===== src/rtl/perf_event_collector.sv =====
// Per-event saturating accumulators that drain deltas to the HPM counter block.
// Optional input register stage: define PERF_COLLECT_INREG_EN.
module perf_event_collector #(
    parameter int NrEvents = 32,
    parameter int IncW     = 2,
    parameter int AccW     = 6
) (
    input  logic                     clk_i,
    input  logic                     rst_i,
    input  logic                     freeze_i,
    input  logic [NrEvents-1:0]      en_mask_i,
    input  logic [NrEvents*IncW-1:0] inc_i,
    output logic                     delta_valid_o,
    input  logic                     delta_ready_i,
    output logic [NrEvents*AccW-1:0] delta_o,
    output logic [NrEvents-1:0]      ovf_o,
    input  logic                     ovf_clr_i
);

    logic [NrEvents*IncW-1:0] inc_s;
    logic [NrEvents-1:0]      en_s;
    logic                     frz_s;

`ifdef PERF_COLLECT_INREG_EN
    logic [NrEvents*IncW-1:0] inc_d, inc_q;
    logic [NrEvents-1:0]      en_d, en_q;
    logic                     frz_d, frz_q;

    always_comb begin
        inc_d = inc_i;
        en_d  = en_mask_i;
        frz_d = freeze_i;
    end

    always_ff @(posedge clk_i) begin
        if (rst_i) begin
            inc_q <= '0;
            en_q  <= '0;
            frz_q <= 1'b0;
        end else begin
            inc_q <= inc_d;
            en_q  <= en_d;
            frz_q <= frz_d;
        end
    end

    assign inc_s = inc_q;
    assign en_s  = en_q;
    assign frz_s = frz_q;
`else
    assign inc_s = inc_i;
    assign en_s  = en_mask_i;
    assign frz_s = freeze_i;
`endif

    logic [IncW-1:0] eff_inc [NrEvents];
    logic [AccW-1:0] acc_d   [NrEvents];
    logic [AccW-1:0] acc_q   [NrEvents];
    logic [NrEvents-1:0] ovf_d, ovf_q;
    logic valid_d, valid_q;
    logic fire;
    logic [AccW:0] sum;

    // Event 0 is the reserved "none" ID and never counts.
    always_comb begin
        for (int e = 0; e < NrEvents; e++) begin
            if (frz_s || !en_s[e] || e == 0) begin
                eff_inc[e] = '0;
            end else begin
                eff_inc[e] = inc_s[e*IncW +: IncW];
            end
        end
    end

    always_comb begin
        fire    = valid_q & delta_ready_i;
        ovf_d   = ovf_clr_i ? '0 : ovf_q;
        valid_d = 1'b0;
        sum     = '0;
        for (int e = 0; e < NrEvents; e++) begin
            sum = {1'b0, acc_q[e]} + {{(AccW+1-IncW){1'b0}}, eff_inc[e]};
            if (fire) begin
                // Snapshot leaves; this cycle's increment opens the new window.
                acc_d[e] = {{(AccW-IncW){1'b0}}, eff_inc[e]};
            end else if (sum[AccW]) begin
                acc_d[e] = '1;
                ovf_d[e] = 1'b1;
            end else begin
                acc_d[e] = sum[AccW-1:0];
            end
            valid_d = valid_d | (acc_d[e] != '0);
        end
    end

    always_ff @(posedge clk_i) begin
        if (rst_i) begin
            for (int e = 0; e < NrEvents; e++) begin
                acc_q[e] <= '0;
            end
            ovf_q   <= '0;
            valid_q <= 1'b0;
        end else begin
            acc_q   <= acc_d;
            ovf_q   <= ovf_d;
            valid_q <= valid_d;
        end
    end

    always_comb begin
        for (int e = 0; e < NrEvents; e++) begin
            delta_o[e*AccW +: AccW] = acc_q[e];
        end
    end

    assign delta_valid_o = valid_q;
    assign ovf_o         = ovf_q;

endmodule

===== config.mk =====
export PLATFORM = sky130hd
export DESIGN_NAME = perf_event_collector
export DESIGN_NICKNAME = d
export VERILOG_FILES = /design/src/rtl/perf_event_collector.sv
export SDC_FILE = /design/constraint.sdc
export NUM_CORES = 1
export LEC_CHECK = 0
export BUFFER_PORTS_ARGS = -buffer_cell sky130_fd_sc_hd__buf_4
export CAP_MARGIN = 20
export CORE_MARGIN = 1.5
export CORE_UTILIZATION = 50
export CTS_BUF_LIST = sky130_fd_sc_hd__clkbuf_4
export DETAILED_ROUTE_END_ITERATION = 16
export PLACE_DENSITY = 0.75
export SETUP_SLACK_MARGIN = 0.1
export SLEW_MARGIN = 15
export SYNTH_ARGS = -nofsm -noshare
export SYNTH_HDL_FRONTEND = slang
export SYNTH_SLANG_ARGS = --single-unit

===== constraint.sdc =====
create_clock -name clk_i -period 5.4 [get_ports clk_i]
set_input_delay 1.08 -clock clk_i [delete_from_list [all_inputs] [get_ports clk_i]]
set_output_delay 1.08 -clock clk_i [all_outputs]
set_load 0.02 [all_outputs]

==> impl_metrics.toml <==
[power_and_ir_drop]
peakVddDrop_mv = 0.144
power.density_cell_area_nw_per_um2 = 237
leakagePower_nw = 7.66

[floorplanning]
floorplan.rows = 58
core_area_sq_um = 25300
initial_utilization = 0.514
die_area_sq_um = 27000
die_height_microns = 164
die-width_microns = 164
io-pin-count = 326

[sta]
clock-skew-final_ns = 0.0265
hold_ws_ns = 0.470
final.period_utilization = 0.742
final.min_clock_period_ns = 4.00
finalSetupTns_ns = 0
number_of_failing_setup_endpoints_in_the_final_timing_report = 0
timing.slew.headroom = 0.327
timing_worst_slew_pin_value_ns = 1.01
achievable-frequency_mhz = 250
timing.final.max_slew_violations = 0
setup_repair_after_global_routing_missed_its_margin = "no"
final_hold_violating_endpoints = 0

[global_routing]
grt.total_usage = 0.339
grt_first_pass_wirelength_microns = 69400
grt_overflow_total = 0
antenna_found_initial = 3
grt_start_max_net_pins = 85
grt_pass1_vias = 12400

[placement]
buffer_ports.inserted = 321
total_placed_instance_area_sq_um = 15700
gp_congestion = 0.926
place.detailed.hpwl_microns = 35100
numPlacedInstances = 2139

[synthesis]
synth_adder_area_share = 0.107
asyncSetResetFlopFracSynth = 0
leading_post_synthesis_cells_by_instance_count = "dfxtp_1 (224), nand2_1 (145), nor2_1 (141), inv_1 (103), a21oi_1 (85)"
synth.avg_cell_area_sq_um = 8.43
synth.top_cell.area_share = 0.345
main_combinational_cell_family_by_area_after_synthesis = "simple AND/OR/NAND/NOR gates"
synth-warning-count = 0
postSynthRegisterBits = 224
synth-xor-area-share = 0.0202
ys_seq_area_frac = 0.345
synth_enable_flop_cells = 0
proportion_of_synthesized_area_in_mux_cells = 0.0404
mappedNetlistNets = 1737
cell_with_the_most_instances_after_synthesis = "dfxtp_1"
synth-simple-area-share = 0.294
compound_gate_fraction_of_synth_area = 0.138
synthFlopType = "dfxtp_1"
netlist_top_cells_area = "dfxtp_1 (34%), ha_1 (6.0%), fa_1 (4.8%)"
syn-cell-area_sq_um = 13000
syn-instance-count = 1543
post-synth-top-area-cell = "dfxtp_1"
synth.distinct_cells = 77

[outcome]
status = "complete, no violations"

[detailed_routing]
drt_drc_violations_left = 0
routed-via-count = 13200
wl_microns = 46400
first_pass_iters = 5
routed_via_count_divided_by_cell_count = 5.87
wire_per_inst_microns = 20.6
drt_first_iter_violations = 961
postRouteAntennaNets = 0

[worst_setup_path]
cp_data_required_time_ns = 5.95
kind_of_launch_point_of_the_worst_setup_path = "input port"
critPathSlowestCell = "or4_4"
worstPathBufferInverterCount = 2
timing.critical_path.to_type = "register"
top_cell_family_by_delay_on_the_critical_path = "simple AND/OR/NAND/NOR gates"
crit_arrival_ns = 4.55
worstPathCellList = "buf_4 > and3b_1 > ha_1 > inv_1 > fa_1 > or4b_4 > nor3_2 > a31oi_1 > a2111o_1 > or4_4 > a2111oi_4 > a41oi_1"
crit_path_max_fanout = 57
path_class = "in2reg"
slowest_stage_delay_on_critical_path_ns = 0.54

[cts]
hold_buffers = 0
cts_num_sinks = 224
clock_path_buffers = 3
insertion_delay_ns = 0.70
cts.clk_slew.worst_paths_ns = 0.07
cts_made_buffers = 61
cts-root-buf = "clkbuf_4"
number_of_resized_instances_in_the_post_cts_repair_step = 0
post_cts.repair.setup_buffers = 0
tritoncts = "yes"
cts_htree_levels = 2

[min_path]
hold_class = "reg2reg"

[finish]
area.growth.synth_to_final_pct = 26.2
drive_gt1_frac = 0.242
layoutNonFillerInstCount = 2247
postLayoutCellArea_sq_um = 16400
finalCoreUtilization = 0.648
finalNetCount = 2066

[run]
max_cap_violations = 0
-- tightest hold or removal path, cell delays in order, from the launching register on --
cell	delay (ns)
dfxtp_1	0.31
nand2_1	0.06
a21oi_1	0.06
-- flip-flops by register name, summed over array words and instances (netlist names) --
| signal | flops |
|---|---|
| delta_o | 192 |
| ovf_o | 31 |
| delta_valid_o | 1 |
-- per-stage QoR --
step	power, mW	setup slack, ns
after floorplan	2.12	1.09
after global placement	2.36	0.735
after detailed placement	2.38	0.695
after CTS	3.91	1.42
after global routing	4.06	1.15
final	3.89	1.40
-- power breakdown --
part	switching (mW)	internal, mW
clock network	0.736	0.803
logic	0.370	0.249
registers	0.0407	1.69
-- routing by layer --
| layer | GRT usage | vias to the layer above | part of all wire |
|---|---|---|---|
| met1 | 0.424 | 6243 | 0.40 |
| met3 | 0.0795 | 133 | 0.097 |
| met2 | 0.545 | 648 | 0.46 |
| li1 | - | 6160 | - |
| met5 | 0 | - | 0.00028 |
| met4 | 0.174 | 2 | 0.047 |
-- logic make-up after synthesis --
| logic type | count (synthesis) |
|---|---|
| fa+ha+maj | 93 |
| simple gates | 691 |
| mux | 51 |
| other cells | 1 |
| xor+xnor | 30 |
| buf+inv | 178 |
| compound gates | 275 |
| flops | 224 |
-- cell usage in the layout, fill, tap and decap left out, types with 6 or more instances in the layout --
cell type,netlist,routed
or4_1,6,6
nor3b_1,6,6
nor3_1,39,39
ha_1,62,62
o22ai_1,7,7
o21ai_0,44,44
nand4_1,35,35
nand4b_1,9,9
mux2_2,12,12
or3_1,12,12
and2_1,25,24
xor2_1,11,11
nand3_1,33,33
a311oi_1,8,8
a22oi_1,16,16
clkbuf_4,0,97
xnor2_1,19,19
nand2b_1,47,46
nor4_1,24,24
nor2b_1,31,31
a21o_1,26,26
buf_4,4,333
and4_1,11,11
and3b_1,48,48
a21oi_1,85,85
a211oi_1,8,8
nand3b_1,39,39
inv_1,103,102
o211ai_1,6,6
nand2_1,145,144
a31oi_1,25,25
nor2_1,141,141
clkinv_1,0,11
dfxtp_1,224,224
fa_1,31,31
mux2i_1,39,39
inv_2,7,7
and3_1,18,18
-- layout make-up --
class	instances	area, sq um
fill	2227	8900
multi-input combinational	1141	7820
sequential	224	4480
timing repair buffer	334	2520
clock buffer	97	728
inverter	110	413
tap	330	413
clock inverter	10	37.5
antenna	1	2.50
-- final timing paths --
check | start | end | slack [ns] | cells past startpoint
worst min-delay path | ovf_o[26] | ovf_o[26] | 0.47 | 2
worst max-delay path | freeze_i | delta_valid_o | 1.40 | 12
worst max register to register | delta_valid_o | delta_valid_o | 2.01 | 7
worst min register to register | ovf_o[26] | ovf_o[26] | 0.47 | 2
(Power assumes the default switching activity.)
